<file path="config.mk">
export PLATFORM = sky130hd
export DESIGN_NAME = ctrl_pipe
export DESIGN_NICKNAME = d
export VERILOG_FILES = /design/src/rtl/ctrl_pipe_pkg.sv /design/src/rtl/ctrl_pipe_hazard_fwd.sv /design/src/rtl/ctrl_pipe.sv
export SDC_FILE = /design/constraint.sdc
export NUM_CORES = 1
export LEC_CHECK = 0
export BUFFER_PORTS_ARGS = -buffer_cell sky130_fd_sc_hd__buf_4
export CAP_MARGIN = 20
export CELL_PAD_IN_SITES_DETAIL_PLACEMENT = 1
export CELL_PAD_IN_SITES_GLOBAL_PLACEMENT = 1
export CORE_MARGIN = 10
export CORE_UTILIZATION = 39
export DETAILED_ROUTE_END_ITERATION = 12
export PLACE_DENSITY_LB_ADDON = 0.12
export SLEW_MARGIN = 20
export SYNTH_ARGS = -nofsm -noshare
export SYNTH_HDL_FRONTEND = slang
export SYNTH_SLANG_ARGS = --single-unit
</file>
<file path="constraint.sdc">
create_clock -name clk -period 2.9 [get_ports clk]
set_input_delay 0.58 -clock clk [delete_from_list [all_inputs] [get_ports clk]]
set_output_delay 0.58 -clock clk [all_outputs]
set_load 0.02 [all_outputs]
</file>
<file path="src/rtl/ctrl_pipe_pkg.sv">
// Shared encodings for the control pipeline: result source, forward selects
// and the architectural register-index width.
package ctrl_pipe_pkg;

  localparam int REG_W = 5;

  typedef enum logic [1:0] {
    RES_ALU = 2'b00,
    RES_MEM = 2'b01,
    RES_PC4 = 2'b10
  } res_src_e;

  typedef enum logic [1:0] {
    FWD_RF  = 2'b00,
    FWD_WB  = 2'b01,
    FWD_MEM = 2'b10
  } fwd_sel_e;

endpackage

</file>
<file path="src/rtl/ctrl_pipe_hazard_fwd.sv">
// Combinational hazard unit: load-use stall, redirect flush and ALU operand
// forwarding selects derived from the E/M/W control state.
module hazard_fwd
  import ctrl_pipe_pkg::*;
(
  input  logic [1:0]       result_src_e,
  input  logic [REG_W-1:0] rd_e,
  input  logic [REG_W-1:0] rs1_d,
  input  logic [REG_W-1:0] rs2_d,
  input  logic [REG_W-1:0] rs1_e,
  input  logic [REG_W-1:0] rs2_e,
  input  logic             reg_write_m,
  input  logic [REG_W-1:0] rd_m,
  input  logic             reg_write_w,
  input  logic [REG_W-1:0] rd_w,
  input  logic             pc_src_e,
  output logic             lw_stall,
  output logic             stall_f,
  output logic             stall_d,
  output logic             flush_d,
  output logic             flush_e,
  output logic [1:0]       forward_a,
  output logic [1:0]       forward_b
);

  // The younger producer (Memory) shadows the older one; x0 is never forwarded.
  function automatic logic [1:0] fwd_sel(
    input logic [REG_W-1:0] rs,
    input logic             wr_m,
    input logic [REG_W-1:0] dst_m,
    input logic             wr_w,
    input logic [REG_W-1:0] dst_w
  );
    if (wr_m && (dst_m != '0) && (dst_m == rs)) return FWD_MEM;
    if (wr_w && (dst_w != '0) && (dst_w == rs)) return FWD_WB;
    return FWD_RF;
  endfunction

  always_comb begin
    lw_stall  = (result_src_e == RES_MEM) && (rd_e != '0) &&
                ((rd_e == rs1_d) || (rd_e == rs2_d));
    stall_f   = lw_stall;
    stall_d   = lw_stall;
    flush_d   = pc_src_e;
    flush_e   = lw_stall || pc_src_e;
    forward_a = fwd_sel(rs1_e, reg_write_m, rd_m, reg_write_w, rd_w);
    forward_b = fwd_sel(rs2_e, reg_write_m, rd_m, reg_write_w, rd_w);
  end

endmodule

</file>
<file path="src/rtl/ctrl_pipe.sv">
// Execute/Memory/Writeback control registers with hazard generation and
// saturating stall/flush event counters.
module ctrl_pipe
  import ctrl_pipe_pkg::*;
#(
  parameter int ALUC_W = 3,
  parameter int CNT_W  = 32
) (
  input  logic              clk,
  input  logic              reset,
  input  logic              RegWriteD,
  input  logic [1:0]        ResultSrcD,
  input  logic              MemWriteD,
  input  logic              BranchD,
  input  logic              JumpD,
  input  logic              JALRD,
  input  logic              ALUSrcAD,
  input  logic              ALUSrcBD,
  input  logic [ALUC_W-1:0] ALUControlD,
  input  logic [REG_W-1:0]  Rs1D,
  input  logic [REG_W-1:0]  Rs2D,
  input  logic [REG_W-1:0]  RdD,
  input  logic              PCSrcE,
  output logic              ALUSrcAE,
  output logic              ALUSrcBE,
  output logic              BranchE,
  output logic              JumpE,
  output logic              JALRE,
  output logic [ALUC_W-1:0] ALUControlE,
  output logic [REG_W-1:0]  Rs1E,
  output logic [REG_W-1:0]  Rs2E,
  output logic [REG_W-1:0]  RdE,
  output logic              MemWriteM,
  output logic              RegWriteW,
  output logic [1:0]        ResultSrcW,
  output logic [REG_W-1:0]  RdW,
  output logic [1:0]        ForwardAE,
  output logic [1:0]        ForwardBE,
  output logic              StallF,
  output logic              StallD,
  output logic              FlushD,
  output logic              FlushE,
  output logic [CNT_W-1:0]  StallCount,
  output logic [CNT_W-1:0]  FlushCount
);

  logic             RegWriteE;
  logic [1:0]       ResultSrcE;
  logic             MemWriteE;
  logic             RegWriteM;
  logic [1:0]       ResultSrcM;
  logic [REG_W-1:0] RdM;
  logic             lw_stall;

  function automatic logic [CNT_W-1:0] sat_inc(input logic [CNT_W-1:0] c);
    return (&c) ? c : c + 1'b1;
  endfunction

  hazard_fwd u_hazard (
    .result_src_e (ResultSrcE),
    .rd_e         (RdE),
    .rs1_d        (Rs1D),
    .rs2_d        (Rs2D),
    .rs1_e        (Rs1E),
    .rs2_e        (Rs2E),
    .reg_write_m  (RegWriteM),
    .rd_m         (RdM),
    .reg_write_w  (RegWriteW),
    .rd_w         (RdW),
    .pc_src_e     (PCSrcE),
    .lw_stall     (lw_stall),
    .stall_f      (StallF),
    .stall_d      (StallD),
    .flush_d      (FlushD),
    .flush_e      (FlushE),
    .forward_a    (ForwardAE),
    .forward_b    (ForwardBE)
  );

  always_ff @(posedge clk) begin
    if (reset) begin
      RegWriteE   <= 1'b0;
      ResultSrcE  <= 2'b00;
      MemWriteE   <= 1'b0;
      BranchE     <= 1'b0;
      JumpE       <= 1'b0;
      JALRE       <= 1'b0;
      ALUSrcAE    <= 1'b0;
      ALUSrcBE    <= 1'b0;
      ALUControlE <= '0;
      Rs1E        <= '0;
      Rs2E        <= '0;
      RdE         <= '0;
      RegWriteM   <= 1'b0;
      ResultSrcM  <= 2'b00;
      MemWriteM   <= 1'b0;
      RdM         <= '0;
      RegWriteW   <= 1'b0;
      ResultSrcW  <= 2'b00;
      RdW         <= '0;
      StallCount  <= '0;
      FlushCount  <= '0;
    end else begin
      // Decode -> Execute: a flush inserts the all-zero bubble
      if (FlushE) begin
        RegWriteE   <= 1'b0;
        ResultSrcE  <= 2'b00;
        MemWriteE   <= 1'b0;
        BranchE     <= 1'b0;
        JumpE       <= 1'b0;
        JALRE       <= 1'b0;
        ALUSrcAE    <= 1'b0;
        ALUSrcBE    <= 1'b0;
        ALUControlE <= '0;
        Rs1E        <= '0;
        Rs2E        <= '0;
        RdE         <= '0;
      end else begin
        RegWriteE   <= RegWriteD;
        ResultSrcE  <= ResultSrcD;
        MemWriteE   <= MemWriteD;
        BranchE     <= BranchD;
        JumpE       <= JumpD;
        JALRE       <= JALRD;
        ALUSrcAE    <= ALUSrcAD;
        ALUSrcBE    <= ALUSrcBD;
        ALUControlE <= ALUControlD;
        Rs1E        <= Rs1D;
        Rs2E        <= Rs2D;
        RdE         <= RdD;
      end
      // Execute -> Memory
      RegWriteM  <= RegWriteE;
      ResultSrcM <= ResultSrcE;
      MemWriteM  <= MemWriteE;
      RdM        <= RdE;
      // Memory -> Writeback
      RegWriteW  <= RegWriteM;
      ResultSrcW <= ResultSrcM;
      RdW        <= RdM;
      if (lw_stall) StallCount <= sat_inc(StallCount);
      if (PCSrcE)   FlushCount <= sat_inc(FlushCount);
    end
  end

endmodule

</file>
==> results of run 1 <==
worst paths after layout:
kind                         startpoint                           to  slack (ns)  cells after the start
max                   RdE[0]$_SDFF_PP0_                       FlushE        0.18                      5
min                           MemWriteD         MemWriteE$_SDFF_PP0_        0.42                      2
max reg2reg  StallCount[0]$_SDFFE_PP0P_  StallCount[27]$_SDFFE_PP0P_        0.48                      7
min reg2reg    ResultSrcM[0]$_SDFF_PP0_     ResultSrcW[0]$_SDFF_PP0_        0.46                      1
registers in the layout, summed over array words and instances (netlist names), 2 cells and up:
| register | count |
|---|---|
| FlushCount | 32 |
| ALUControlE | 3 |
| ResultSrcW | 2 |
| ResultSrcE | 2 |
| RdM | 5 |
| RdW | 5 |
| RdE | 5 |
| Rs1E | 5 |
| ResultSrcM | 2 |
| Rs2E | 5 |
| StallCount | 32 |
cells in the final DEF (no fill, tap or decap), drive strengths merged, types with 9 or more instances in the layout:
master / count
a21oi: 15
and2: 32
and3: 10
buf: 137
clkbuf: 9
dfxtp: 108
inv: 12
nand2: 36
nand3: 29
nand4: 19
nor2: 52
nor2b: 31
nor3: 13
nor4: 9
o21ai: 18
or4: 18
xnor2: 34
xor2: 32
final cells by class:
cell class	instances	area (µm²)	share of cell area
clock inverters	7	66.31	0.01075
inverters	7	26.28	0.004260
multi-input cells	391	2476	0.4014
clock buffers	9	225.2	0.03651
repair buffers	137	1028	0.1667
flip-flops and latches	108	2162	0.3505
well taps	147	183.9	0.02982
layer usage:
layer	vias up	wire, µm	GRT usage
met5	-	0	0
met4	0	242	0.06017
met3	18	716	0.03828
met2	87	7226	0.2950
met1	2082	5796	0.1891
li1	2072	-	-
per-stage QoR:
step | power [mW] | hold WS (ns) | util | setup slack [ns]
6_report | 2.938 | 0.4247 | 0.5135 | 0.1848
5_1_grt | 3.074 | 0.4147 | 0.5135 | 0.02975
4_1_cts | 2.970 | 0.4168 | 0.5135 | 0.1479
3_5_place_dp | 1.749 | 0.4323 | 0.4893 | 0.4025
3_3_place_gp | 1.744 | 0.4343 | 0.4893 | 0.4515
2_1_floorplan | 1.660 | 0.4138 | - | 0.3837
power by group through the flow:
stage	combinational, mW	sequential (mW)	clock (mW)
after floorplan	0.0792	1.58	0
after global placement	0.181	1.56	0
after detailed placement	0.185	1.56	0
after CTS	0.186	1.53	1.25
after global routing	0.201	1.53	1.34
final	0.183	1.53	1.23
cell families (layout without fill, tap and decap cells):
| family | count (synthesis) | count (layout) |
|---|---|---|
| fa+ha+maj | 2 | 2 |
| mux | 7 | 7 |
| compound gates | 44 | 44 |
| xor+xnor | 66 | 66 |
| buf+inv | 31 | 160 |
| flops | 108 | 108 |
| simple gates | 272 | 272 |
==> key figures, run 1 <==
Pwr
  – Pwr dens: 476.3 nW/µm²
  – Logic pwr share: 0.062
  – Cell-internal power: 2.202 mW
  – Sw Pwr: 0.7361 mW
  – Leak: 2.567 nW
  – Max VDD drop: 0.0002133 V
  – Sw Ratio: 0.2506
  – Sequential power share: 0.520
  – Clk pwr share: 0.417

Timing
  – Final period utilization: 0.9363
  – Setup TNS: 0 ns
  – Max Clock Freq: 0.3683 GHz
  – Fin. Hold Viols: 0
  – Final Max Slew Viols: 0
  – Worst-margin pin slew: 0.7028 ns
  – Final setup fails: 0
  – Worst slew margin: 0.5315
  – Worst Skew: 0.009882 ns
  – RSZ-0062 raised after global routing: no
  – Min cycle time layout: 2.715 ns

Synthesis
  – Mapped Cells: 530
  – Post-synthesis simple-gate area fraction: 0.3243
  – Synth warn: 0
  – Post-synth top cells: 108 x dfxtp_1, 51 x nor2_1, 35 x nand2_1, 34 x xnor2_1
  – Mean Syn Cell Area: 9.004 µm²
  – XOR/XNOR Fraction of Synth Area: 0.1211
  – Register area share after synthesis: 0.4531
  – Net Count, Synth: 562
  – FF+latch count, synth: 108
  – Post-synth top flop: dfxtp_1
  – Share of flip-flops with an asynchronous set or reset: 0
  – Synth area leader: dfxtp_1
  – Top post-synthesis cells by area: dfxtp_1 45%, xnor2_1 6.2%, xor2_1 5.9%
  – Synth top area share: 0.4531
  – Largest family of logic cells by synthesized area: simple AND/OR/NAND/NOR gates
  – Post-synth cell types: 42
  – Post-synth EDFFs: 0
  – Synth Area in Adders: 0.005244
  – Complex-gate fraction of the synthesized area: 0.05218
  – Post-synthesis mux area share: 0.01599
  – Cell Area, Synth: 4772 µm²
  – Most common cell in the netlist: dfxtp_1

Global route
  – First-pass GRT wire length: 22,570 µm
  – Total gr overflow: 0
  – Antenna violations before repair: 0
  – Pin count of the biggest net entering global routing: 67
  – Overall Global Routing Usage: 0.1657
  – Vias in the first global route: 4,369

Cells and area
  – Fillers: 1,422
  – Antenna cells: 0
  – Nets@finish: 686
  – Final instance count without filler cells: 806
  – Share of layout cells above drive strength 1: 0.2564
  – Synthesis-to-layout area growth: 29.26%
  – Post-route design area: 6168 µm²

Routing
  – Drt pass-1 iters: 4
  – Via total after detailed routing: 4,259
  – Detailed Route Iter0 Violations: 172
  – DRC Markers: 0
  – Post-DRT Antenna Nets: 0
  – Routed WL: 13,980 µm
  – Drt via density: 5.284
  – Wirelength per Cell: 17.35 µm

Clock network
  – Clk pin slew, worst setup/hold paths: 0.08 ns
  – Clk sinks: 108
  – Post-CTS Resized: 0
  – CTS tree: done
  – H-Tree Depth: 3
  – Cts bufs inserted: 9
  – Max Buffers Root-to-Sink: 2
  – Root Buffer: clkbuf_16
  – Postcts setup bufs: 0
  – Clk_lat worst skew: 0.35 ns
  – CTS Hold Bufs: 0

Floorplanning
  – I/O Pins: 134
  – Std-Cell Rows: 40
  – Die area: 17,060 µm²
  – Initial Util: 0.3973
  – Die H: 130.6 µm
  – Die W: 130.6 µm
  – Core footprint: 12,010 µm²

Placement
  – Placer Congestion: 0.7860
  – Port Buffers: 133
  – Inst Count DP: 790
  – HPWL Detailed: 10,730 µm
  – Post-place instance area: 5877 µm²

Setup path
  – Critical path required time: 2.32 ns
  – Crit path buf inv count: 1
  – CP Capture Type: output pin
  – Largest fanout on the critical path: 5
  – Top Family by Delay on Critical Path: simple AND/OR/NAND/NOR gates
  – CP arrival: 2.14 ns
  – Worst path slowest cell: or4_1
  – Slowest stage delay, CP: 0.55 ns
  – Crit start category: register
  – Critical path class: register to output pin
  – CP Cell Sequence: or4_1, o21ai_2, nor2b_1, or2_2, buf_4

Hold path
  – Worst min-delay path class: input port to register

Job
  – Maxcap violations: 0

Run status
  – Status: completed
(Power assumes the default switching activity.)
==> run 2: changes to the inputs <==
--- a/constraint.sdc
+++ b/constraint.sdc
@@ -3,2 +3,2 @@
 set_output_delay 0.58 -clock clk [all_outputs]
-set_load 0.02 [all_outputs]
+set_load 0.01 [all_outputs]
==> run 2 against run 1 <==
Effect of this change: via count fell by 1.8%; sequential share of layout area is 0.15 points lower; worst setup slack improved by 0.013 ns; design area rose by 0.43%; highest routed layer unchanged.
==> key figures, run 2 (synthesis gave the netlist of run 1 again) <==
Global route
  – Vias in the first global route: 4,449
  – First-pass GRT wire length: 22,460 µm
  – Antenna violations before repair: 0
  – Total gr overflow: 0
  – Overall Global Routing Usage: 0.1630
  – Pin count of the biggest net entering global routing: 67

Clock network
  – Root Buffer: clkbuf_16
  – CTS Hold Bufs: 0
  – Clk_lat worst skew: 0.35 ns
  – H-Tree Depth: 3
  – Clk sinks: 108
  – Cts bufs inserted: 9
  – CTS tree: done
  – Post-CTS Resized: 0
  – Max Buffers Root-to-Sink: 2
  – Postcts setup bufs: 0
  – Clk pin slew, worst setup/hold paths: 0.07 ns

Setup path
  – Worst path slowest cell: or4_1
  – Slowest stage delay, CP: 0.55 ns
  – Critical path class: register to output pin
  – Worst setup path start: RdE[0]$_SDFF_PP0_
  – CP arrival: 2.12 ns
  – RR Startpoint: StallCount[0]$_SDFFE_PP0P_
  – Critical path required time: 2.32 ns
  – Largest fanout on the critical path: 5
  – CP Capture Type: output pin
  – Crit start category: register
  – R2R Setup Slk: 0.48 ns
  – R2r endpoint: StallCount[27]$_SDFFE_PP0P_
  – CP Cell Sequence: or4_1, o21ai_2, nor2b_1, or2_2, buf_4
  – Worst R2R Path Depth: 7

Routing
  – Detailed Route Iter0 Violations: 190
  – Routed WL: 13,790 µm
  – Via total after detailed routing: 4,182
  – Drt pass-1 iters: 4
  – Post-DRT Antenna Nets: 0
  – Wirelength per Cell: 17.11 µm
  – Drt via density: 5.189
  – DRC Markers: 0

Floorplanning
  – Die W: 130.6 µm
  – Die H: 130.6 µm
  – I/O Pins: 134
  – Core footprint: 12,010 µm²
  – Std-Cell Rows: 40
  – Initial Util: 0.3973
  – Die area: 17,060 µm²

Timing
  – Final Max Slew Viols: 0
  – Fin. Hold Viols: 0
  – Worst Skew: 0.005413 ns
  – Final period utilization: 0.9318
  – Final setup fails: 0
  – Min cycle time layout: 2.702 ns
  – RSZ-0062 raised after global routing: no
  – Max Clock Freq: 0.3701 GHz
  – Worst slew margin: 0.5452
  – Setup TNS: 0 ns
  – Hold Slack: 0.4278 ns
  – Worst-margin pin slew: 0.6822 ns

Placement
  – Inst Count DP: 790
  – Placer Congestion: 0.7956
  – Port Buffers: 133
  – HPWL Detailed: 10,710 µm

Cells and area
  – Most frequent cells in the layout: 137 x buf_4, 108 x dfxtp_1, 51 x nor2_1
  – Nets@finish: 686
  – Synthesis-to-layout area growth: 29.81%
  – Antenna cells: 0
  – Largest regs: FlushCount (32), StallCount (32)
  – Commonest non-fill, non-tap cell in the layout: buf_4
  – Final instance count without filler cells: 806
  – Share of layout cells above drive strength 1: 0.2549
  – Fillers: 1,421

Run status
  – Status: completed

Hold path
  – Min-delay src: RdD[0]
  – Hold Path Sink: RdE[0]$_SDFF_PP0_
  – Worst min-delay path class: input port to register
  – Hold Crit Depth: 2

Pwr
  – Pwr dens: 485.6 nW/µm²
  – Leak: 2.571 nW
  – Max VDD drop: 0.0002427 V

Job
  – Maxcap violations: 0
run 2: final cells by class:
type                    count  area [µm²]  share of cell area
flip-flops and latches    108        2162              0.3490
inverters                   7       26.28            0.004242
repair buffers            137        1028              0.1660
well taps                 147       183.9             0.02969
clock inverters             6       88.84             0.01434
multi-input cells         391        2476              0.3997
clock buffers              10       229.0             0.03696
run 2: where the power goes:
group / switching, mW / internal (mW)
registers: 0.0240 / 1.51
logic: 0.0792 / 0.0874
clock network: 0.555 / 0.757
total: 0.658 / 2.35
run 2: worst max-delay path, delay by kind of cell, from the launching register on:
family | cells | cell delay, ns
flip-flops | 1 | 0.37
AND/OR/NAND/NOR | 3 | 0.99
AO/OA/AOI/OAI | 1 | 0.27
buffers and inverters | 1 | 0.15
run 2: per-stage QoR:
step	setup slack [ns]	area (µm²)	util	total power, mW
finish	0.1979	6195	0.5157	3.008
global route	0.06405	6195	0.5157	3.128
CTS	0.1501	6195	0.5157	3.055
detailed placement	0.4112	5877	0.4893	1.734
global placement	0.4766	5877	0.4893	1.728
floorplan	0.6314	4772	-	1.645
run 2: how the worst max path moves through the flow:
| stage | endpoint | slack [ns] |
|---|---|---|
| floorplan | FlushE | 0.63 |
| global placement | FlushE | 0.48 |
| finish | FlushE | 0.20 |
| global route | ForwardBE[0] | 0.06 |
| detailed placement | StallCount[26]$_SDFFE_PP0P_ | 0.41 |
| CTS | FlushE | 0.15 |
run 2: layer usage:
metal,global-route usage,up-vias,wire length (µm)
li1,-,2064,-
met1,0.1865,2022,5853
met2,0.2899,81,7071
met3,0.03626,15,664
met4,0.06082,0,204
met5,0,-,0
==> run 3: changes to the inputs <==
Settings changed: CORE_MARGIN 10 to not set.
==> run 3 against run 2 <==
Effect of this change: clock-buffer cell count did not move; clock power down 9%; maximum frequency fell by 0.47%.
==> key figures, run 3 (synthesis gave the netlist of run 1 again) <==
Setup path
  – Worst path slowest cell: or4_1
  – Worst setup path start: RdE[0]$_SDFF_PP0_
  – R2R Setup Slk: 0.34 ns
  – Slowest stage delay, CP: 0.56 ns
  – CP Cell Sequence: or4_1, o21ai_2, nor2b_1, or2_2, buf_4
  – Crit path buf inv count: 1
  – Critical path required time: 2.32 ns
  – CP arrival: 2.13 ns
  – Worst R2R Path Depth: 7
  – Top Family by Delay on Critical Path: simple AND/OR/NAND/NOR gates
  – Largest fanout on the critical path: 5
  – Critical path class: register to output pin
  – R2r endpoint: StallCount[31]$_SDFFE_PP0P_
  – Crit start category: register
  – CP Capture Type: output pin
  – RR Startpoint: StallCount[0]$_SDFFE_PP0P_

Clock network
  – H-Tree Depth: 3
  – Root Buffer: clkbuf_16
  – Cts bufs inserted: 9
  – CTS Hold Bufs: 0
  – Post-CTS Resized: 0
  – Clk_lat worst skew: 0.35 ns
  – Clk sinks: 108
  – Max Buffers Root-to-Sink: 2
  – Clk pin slew, worst setup/hold paths: 0.07 ns
  – Postcts setup bufs: 0
  – CTS tree: done

Cells and area
  – Largest regs: FlushCount (32), StallCount (32)
  – Commonest non-fill, non-tap cell in the layout: buf_4
  – Post-layout util: 0.5153
  – Most frequent cells in the layout: 137 x buf_4, 108 x dfxtp_1, 51 x nor2_1
  – Share of layout cells above drive strength 1: 0.2564
  – Synthesis-to-layout area growth: 29.16%
  – Nets@finish: 686
  – Antenna cells: 0
  – Fillers: 1,405

Job
  – Maxcap violations: 0

Timing
  – Fin. Hold Viols: 0
  – Setup TNS: 0 ns
  – Final setup fails: 0
  – Worst Skew: 0.008237 ns
  – Final Max Slew Viols: 0
  – Max Clock Freq: 0.3683 GHz
  – Worst-margin pin slew: 0.6797 ns
  – RSZ-0062 raised after global routing: no
  – Worst slew margin: 0.5468
  – Min cycle time layout: 2.715 ns
  – Final period utilization: 0.9362

Pwr
  – Cell-internal power: 2.207 mW
  – Max VDD drop: 0.0002194 V
  – Sequential power share: 0.531
  – Sw Pwr: 0.6726 mW
  – Clk pwr share: 0.411
  – Pwr dens: 467.2 nW/µm²
  – Design Power: 2.880 mW
  – Leak: 2.562 nW
  – Logic pwr share: 0.058
  – Sw Ratio: 0.2336

Hold path
  – Hold Path Sink: MemWriteE$_SDFF_PP0_
  – Worst min-delay path class: input port to register
  – Min-delay src: MemWriteD
  – Hold Crit Depth: 2

Global route
  – Overall Global Routing Usage: 0.2078
  – Pin count of the biggest net entering global routing: 66
  – First-pass GRT wire length: 20,980 µm
  – Antenna violations before repair: 0
  – Total gr overflow: 0
  – Vias in the first global route: 4,141

Placement
  – Port Buffers: 133
  – Placer Congestion: 0.7883
  – HPWL Detailed: 9390 µm

Floorplanning
  – Initial Util: 0.3990
  – Die H: 112.6 µm
  – Die W: 112.6 µm
  – Core footprint: 11,960 µm²
  – I/O Pins: 134
  – Die area: 12,680 µm²
  – Std-Cell Rows: 40

Routing
  – Via total after detailed routing: 4,125
  – Drt pass-1 iters: 4
  – DRC Markers: 0
  – Routed WL: 12,700 µm
  – Drt via density: 5.118
  – Wirelength per Cell: 15.76 µm
  – Detailed Route Iter0 Violations: 101
  – Post-DRT Antenna Nets: 0

Run status
  – Status: completed
[run 3: layout make-up]
class,count,area [µm²],area share
tap,147,183.9,0.02984
multi-input combinational,391,2476,0.4017
timing repair buffer,137,1028,0.1669
sequential,108,2162,0.3508
inverter,7,26.28,0.004263
clock inverter,6,47.55,0.007714
clock buffer,10,239.0,0.03877
[run 3: worst max path at each step]
stage / depth (start not counted) / to
floorplan: 6 / FlushE
global placement: 8 / FlushE
detailed placement: 8 / FlushE
CTS: 5 / FlushE
global route: 7 / FlushE
finish: 5 / FlushE
[run 3: through the flow]
step / worst slack [ns] / hold WS [ns] / cell area, µm² / std cells
2_1_floorplan: 0.6314 / 0.4138 / 4772 / 530
3_3_place_gp: 0.2990 / 0.4184 / 5877 / 790
3_5_place_dp: 0.2946 / 0.4288 / 5877 / 790
4_1_cts: 0.1492 / 0.4169 / 6163 / 806
5_1_grt: 0.04730 / 0.4202 / 6163 / 806
6_report: 0.1850 / 0.4290 / 6163 / 806
[run 3: power groups by stage]
stage | sequential (mW) | clock [mW] | combinational, mW
after floorplan | 1.57 | 0 | 0.0778
after global placement | 1.56 | 0 | 0.162
after detailed placement | 1.56 | 0 | 0.167
after CTS | 1.53 | 1.22 | 0.168
after global routing | 1.53 | 1.28 | 0.181
final | 1.53 | 1.19 | 0.166
[run 3: worst reg2reg max path, cell delays in order, from the launching register on]
cell and delay [ns]:
dfxtp_1 0.35, ha_1 0.24, nand3_2 0.13, nor3_2 0.07, a31oi_1 0.52, nand2_1 0.45
or4_1 0.58, a21oi_1 0.16
[run 3: per-layer routing]
layer,vias to the layer above,wire length (µm),GRT usage
met4,0,177,0.07200
met1,1968,5832,0.2631
li1,2073,-,-
met5,-,0,0
met3,11,396,0.03078
met2,73,6293,0.3601
